[src/rtl/cic_dec_ctrl.sv]
// cic_dec_ctrl: sequencing controller for an N-stage CIC decimator.
// Gates samples into the integrators, counts modulo R, and times dec_en/out_valid.
//
// Ports:
//   clk        system clock, rising edge
//   rst        synchronous active-high reset
//   cfg_ratio  decimation ratio R (0 -> 1, >RMAX -> RMAX)
//   cfg_load   latch cfg_ratio (IDLE only)
//   start      IDLE -> ARM
//   stop       ARM/RUN -> DRAIN
//   val_in     input sample strobe
//   int_en     integrator stage 1 valid (val_in while RUN)
//   clr_dp     one-cycle datapath clear (ARM)
//   dec_en     downsample / comb stage 1 enable
//   out_valid  comb chain output valid
//   busy       controller not idle
//   drop_cnt   samples dropped outside RUN (only with CIC_DEC_CTRL_DROP_CNT_EN)
//
// Optional feature macro: CIC_DEC_CTRL_DROP_CNT_EN
module cic_dec_ctrl #(
    parameter int N    = 3,
    parameter int RMAX = 64,
    parameter int WR   = 7
) (
    input  logic          clk,
    input  logic          rst,
    input  logic [WR-1:0] cfg_ratio,
    input  logic          cfg_load,
    input  logic          start,
    input  logic          stop,
    input  logic          val_in,
    output logic          int_en,
    output logic          clr_dp,
    output logic          dec_en,
    output logic          out_valid,
`ifdef CIC_DEC_CTRL_DROP_CNT_EN
    output logic [15:0]   drop_cnt,
`endif
    output logic          busy
);

    typedef enum logic [1:0] {
        S_IDLE,
        S_ARM,
        S_RUN,
        S_DRAIN
    } state_t;

    state_t        r_state;
    logic [WR-1:0] r_ratio;
    logic [WR-1:0] r_phase;
    logic [N-1:0]  r_itag;
    logic [N-1:0]  r_ctag;

    logic [WR-1:0] w_ratio_ld;
    logic          w_tag;
    logic          w_tags_empty;

    always_comb begin
        w_ratio_ld = cfg_ratio;
        if (cfg_ratio == '0) begin
            w_ratio_ld = WR'(1);
        end else if (cfg_ratio > WR'(RMAX)) begin
            w_ratio_ld = WR'(RMAX);
        end
    end

    assign int_en       = val_in && (r_state == S_RUN);
    // Tag marks the R-th accepted sample; it rides alongside the data.
    assign w_tag        = int_en && (r_phase == r_ratio - WR'(1));
    assign w_tags_empty = (r_itag == '0) && (r_ctag == '0);

    assign clr_dp    = (r_state == S_ARM);
    assign busy      = (r_state != S_IDLE);
    assign dec_en    = r_itag[N-1];
    assign out_valid = r_ctag[N-1];

    always_ff @(posedge clk) begin
        if (rst) begin
            r_state <= S_IDLE;
            r_ratio <= WR'(1);
            r_phase <= '0;
            r_itag  <= '0;
            r_ctag  <= '0;
        end else begin
            // Tag pipes mirror the integrator and comb latencies.
            r_itag <= (r_itag << 1) | N'(w_tag);
            r_ctag <= (r_ctag << 1) | N'(r_itag[N-1]);

            unique case (r_state)
                S_IDLE: begin
                    if (cfg_load) begin
                        r_ratio <= w_ratio_ld;
                    end
                    if (start) begin
                        r_state <= S_ARM;
                    end
                end
                S_ARM: begin
                    r_phase <= '0;
                    r_state <= stop ? S_DRAIN : S_RUN;
                end
                S_RUN: begin
                    if (int_en) begin
                        r_phase <= w_tag ? '0 : r_phase + WR'(1);
                    end
                    if (stop) begin
                        r_state <= S_DRAIN;
                    end
                end
                S_DRAIN: begin
                    if (w_tags_empty) begin
                        r_state <= S_IDLE;
                    end
                end
                default: r_state <= S_IDLE;
            endcase
        end
    end

`ifdef CIC_DEC_CTRL_DROP_CNT_EN
    logic [15:0] r_drop;

    assign drop_cnt = r_drop;

    // Cleared on entry to ARM so the count reads 0 throughout ARM.
    always_ff @(posedge clk) begin
        if (rst) begin
            r_drop <= '0;
        end else if ((r_state == S_IDLE && start) || r_state == S_ARM) begin
            r_drop <= '0;
        end else if (val_in && r_state != S_RUN && r_drop != 16'hFFFF) begin
            r_drop <= r_drop + 16'd1;
        end
    end
`endif

endmodule
[config.mk]
export PLATFORM = sky130hd
export DESIGN_NAME = cic_dec_ctrl
export DESIGN_NICKNAME = d
export VERILOG_FILES = /design/src/rtl/cic_dec_ctrl.sv
export SDC_FILE = /design/constraint.sdc
export NUM_CORES = 1
export LEC_CHECK = 0
export ABC_AREA = 1
export BUFFER_PORTS_ARGS = -buffer_cell sky130_fd_sc_hd__buf_2
export CAP_MARGIN = 20
export CORE_MARGIN = 4
export CORE_UTILIZATION = 60
export DETAILED_ROUTE_END_ITERATION = 8
export GPL_ROUTABILITY_DRIVEN = 1
export GPL_TIMING_DRIVEN = 0
export PLACE_DENSITY_LB_ADDON = 0.25
export SLEW_MARGIN = 30
export SYNTH_ARGS = -nofsm -noshare
export SYNTH_HDL_FRONTEND = slang
export SYNTH_SLANG_ARGS = --single-unit
[constraint.sdc]
create_clock -name clk -period 2.3 [get_ports clk]
set_clock_uncertainty 0.1 [all_clocks]
set_input_delay 0.23 -clock clk [delete_from_list [all_inputs] [get_ports clk]]
set_output_delay 0.23 -clock clk [all_outputs]
set_load 0.1 [all_outputs]
**Word-level counts from Yosys, hierarchy flattened**

Index checks and enable logic that the tools add are counted.

- Output and inout port bits: 5
- Register bits after elaboration: 22
- Logic and storage cells: 40
- Bits of input ports: 13

- Equal/unequal tests: 8
- Add/subtract/negate cells: 2
- Bitwise operators: 2
- Mux-type cells: 10
- Order comparisons: 1
- Reductions and logical operators: 12

Operator list:

| kind | number |
|---|---|
| $mux 7 | 4 |
| $pmux 7 s2 | 1 |
| $ne 2x2->1 const B | 4 |
| $pmux 2 s4 | 1 |
| $add 7x1->7 const B | 1 |
| $eq 7x7->1 | 1 |
| $gt 7x7->1 const B | 1 |
| $logic_not 7->1 | 1 |
| $sub 7x1->7 const B | 1 |
| $logic_not 3->1 | 2 |
| $mux 2 | 3 |
| $or 3x1->3 | 2 |
| $eq 2x2->1 const B | 2 |
| $reduce_and 2->1 | 2 |
| $reduce_bool 2->1 | 2 |
| $logic_and 1x1->1 | 3 |
| $reduce_and 3->1 | 1 |
| $eq 2x1->1 const B | 1 |
| $logic_not 2->1 | 1 |
| $mux 1 | 1 |

**Logic depth before layout (Yosys ltp)**

- Depth after elaboration: 6
- Depth in mapped cells: 12
- Depth with buffers taken out: 12

**Worst setup path before layout**

Ideal clock, no wire load.

- Kind: flip-flop to flip-flop
- From: register r_state[0]
- To: register r_state[0]
- Buffers on the path: 0
- Setup slack: 277 ps
- Cell stages (with the launch flop): 10
- Required time: 2063 ps
- Data arrival time: 1786 ps
- Setup time: 137 ps
- Path through: dfxtp_1 > inv_1 > ha_1 > inv_1 > or2_2 > nand3_1 > inv_1 > nand2_1 > nand2_1 > a21oi_1

- Word-level cells in the longest chain between the ends: 3
- Elaborated cells on any way between the ends: 9

RTL lines:

| element | RTL line | text |
|---|---|---|
| start, declared | 49 | `state_t r_state;` |
| start signal, assigned | 101 | `r_state <= stop ? S_DRAIN : S_RUN;` |
| $eq 2x2->1 / $logic_not 2->1 (equally long branches) | 90 | `unique case (r_state)` |
| $ne 2x2->1 (no line) | -- |  |
| $reduce_and 3->1 (no line) | -- |  |

Parallel ways exist; a longest one is shown, timed or not.
A chain may end at the register's enable or synchronous reset.

**Worst setup path after layout**

- From: register r_state[0]
- To: output int_en

- Word-level cells in the longest chain between the ends: 2

RTL lines:

| element | RTL line | text |
|---|---|---|
| $eq 2x2->1 | 68 | `assign int_en = val_in && (r_state == S_RUN);` |
| $logic_and 1x1->1 | 68 |  |
| end, declared | 32 | `output logic int_en,` |

Every way passes these cells.

==> flow_summary.ini <==
[logic_synthesis]
synth_nets = 224
netlist_area_um2 = 1300
yosysWarnings = 0
synth.ff_latch_count = 22
yosysSeqAreaShare_pct = 33.8
ys_types = 23
syn_inst = 204
syn_avg_cell_area_um2 = 6.38

[layout]
final_core_util_pct = 73.6
syn_to_final_growth_pct = 13.2
drive_above_1_share_pct = 16.4
multi_input_comb_area_um2 = 738
nFillCells = 172
seq_area_um2 = 440
fin_nets = 246
num_antenna_cells = 0

[worst_setup_path]
critical_path_class = reg2out
reg2reg_slack_ps = 490
worst-path-max-fanout = 8
cp-startpoint = r_state[0]$_SDFFE_PP0P_
r2r_start = r_state[0]$_SDFFE_PP0P_
r2r_end = r_phase[2]$_SDFFE_PP0P_
cp-start-kind = flip-flop
crit_required_ps = 1970
r2r_cells = 7
cp-endpoint = int_en
arrival_ps = 1570
cp-end-kind = output pin

[power]
seqPwrFrac_pct = 33.8
power_frac_comb_pct = 45.3
leakage_nw = 0.672
p_per_area_nw_per_um2 = 938
p_clk_share_pct = 20.9
power_w = 0.00138
switchingPower_w = 0.000613
power_switching_share_pct = 44.4
internal_power_w = 0.000769
irDropWorstVdd_mv = 0.918

[die]
die_area_um2 = 2980
coreArea_um2 = 2000
io_pins = 18
start_util_pct = 65.0
die_height_um = 54.6
rows = 16
die_w_um = 54.6

[detailed_routing]
via_per_inst = 5.07
via_count = 1277
drt_iter0_drc = 23
drc = 0
drt-wirelength-per-cell_um = 10.9
wl_mm = 2.74
ant_nets = 0
firstDrtPassIters = 4

[outcome]
outcome = finished, final reports clean

[place]
dpl.hpwl_mm = 2.12
gp_congestion = 0.814
port-buffer-count = 17

[global_route]
grt_pass1_vias = 1163
grt_pass1_wl_mm = 4.70
grt_start_max_net_pins = 14
track_usage_pct = 21.5
grt-ovfl-total = 0
antenna_found_initial = 0

[sta]
tightestPinTransition_ps = 547
finalSetupTns_ps = 0
fin_crit_sh_pct = 82.7
slew_viol_final = 0
setup_violations = 0
hold_slack_ps = 38.6
hold_violations = 0
finalCriticalPeriod_ps = 1900
clock.fmax_mhz = 526
relSlewSlack_pct = 63.5
rsz0062_at_grt = false

[clock_tree]
numCtsBuffers = 3
clk_pin_slew_ps = 120
htreeDepth = 1
cts_num_sinks = 22
clk_latency_ps = 300
ctsResizeCount = 0
hold_buffers = 0
cts_buffer_depth = 2
clock-root-buffer = clkbuf_4
cts_setup_buffers = 0
cts_tree = done

[worst_hold_path]
hold_path.class = in2reg

[run]
drv_cap = 0
==> power by group through the flow <==
stage	registers (W)	logic [W]	clock network (W)
3_5_place_dp	0.000476	0.000622	0
4_1_cts	0.000467	0.000627	0.000292
5_1_grt	0.000474	0.000697	0.000314
6_report	0.000467	0.000626	0.000289
3_3_place_gp	0.000471	0.000602	0
2_1_floorplan	0.000466	0.000523	0
==> through the flow <==
stage,cells,worst slack [ps],cell area [um^2]
after detailed placement,248,532,1420
after floorplan,204,277,1300
after CTS,252,390,1470
after global routing,252,297,1470
after global placement,248,598,1420
final,252,398,1470
==> cell usage after synthesis <==
| library cell | count | area [um^2] |
|---|---|---|
| a21oi_1 | 15 | 75.1 |
| clkbuf_1 | 1 | 3.75 |
| dfxtp_1 | 22 | 440 |
| nand3_1 | 12 | 60.1 |
| inv_4 | 1 | 6.26 |
| nor2_2 | 5 | 31.3 |
| a21oi_2 | 3 | 26.3 |
| o21ai_0 | 5 | 25.0 |
| nand2_2 | 1 | 6.26 |
| buf_1 | 1 | 3.75 |
| buf_4 | 1 | 7.51 |
| inv_2 | 2 | 7.51 |
| ha_1 | 7 | 87.6 |
| a211oi_1 | 2 | 15.0 |
| xnor2_1 | 1 | 8.76 |
| nand2_1 | 62 | 233 |
| xor2_1 | 1 | 8.76 |
| a22oi_1 | 2 | 15.0 |
| nor3_1 | 2 | 10.0 |
| inv_1 | 25 | 93.8 |
| nor2_1 | 30 | 113 |
| nand2_4 | 1 | 11.3 |
| or2_2 | 2 | 12.5 |
==> critical path, cell delays in order, from the launching register on <==
cell     delay [ps]
dfxtp_1         370
inv_1           110
ha_1            180
nand2_2          80
inv_4            90
buf_2           430
==> metal layers <==
layer  vias up  GRT usage [%]  routed length, um
li1        673              -                  -
met1       583           24.7               1230
met2        17           40.2               1410
met3         4           3.00                 71
met4         0           7.05                 25
met5         -              0                  0
==> registers in the layout, indices dropped and copies added, names as in the netlist <==
signal   flops
r_ratio      7
r_phase      7
r_ctag       3
r_state      2
r_itag       3
==> how the worst min path moves through the flow <==
stage               depth (start not counted)                       to            startpoint
global route                                2  r_state[1]$_SDFFE_PP0P_                   rst
finish                                      2  r_state[1]$_SDFFE_PP0P_                   rst
detailed placement                          2     r_itag[1]$_SDFF_PP0_  r_itag[0]$_SDFF_PP0_
CTS                                         2  r_ratio[6]$_SDFFE_PP0P_                   rst
floorplan                                   1  r_ratio[6]$_SDFFE_PP0P_                   rst
global placement                            2     r_ctag[1]$_SDFF_PP0_  r_ctag[0]$_SDFF_PP0_
==> layout by cell type, fill, tap and decap left out, drive strengths merged <==
cell type / count
a22oi: 2
xnor2: 1
a211oi: 2
nor2: 35
clkbuf: 4
o21ai: 5
xor2: 1
dfxtp: 22
a21oi: 18
nor3: 2
nand3: 12
nand2: 64
inv: 28
ha: 7
or2: 2
buf: 19
bufinv: 1
==> area by class of cell <==
cell class / count / area share (%)
multi-input cells: 151 / 50.1
flip-flops and latches: 22 / 29.9
inverters: 28 / 7.31
repair buffers: 17 / 5.78
well taps: 27 / 2.29
clock inverters: 1 / 2.04
clock buffers: 3 / 1.53
plain buffers: 3 / 1.02
==> cells by family (layout without fill, tap and decap cells) <==
kind of cell | Yosys count | after routing | synth area share [%]
adder cells (fa/ha/maj) | 7 | 7 | 6.73
AO/OA/AOI/OAI | 27 | 27 | 12.0
XOR/XNOR | 2 | 2 | 1.35
flip-flops | 22 | 22 | 33.8
buffers and inverters | 31 | 52 | 9.42
AND/OR/NAND/NOR | 115 | 115 | 36.6
No activity file was read; power rests on OpenSTA's default activity.
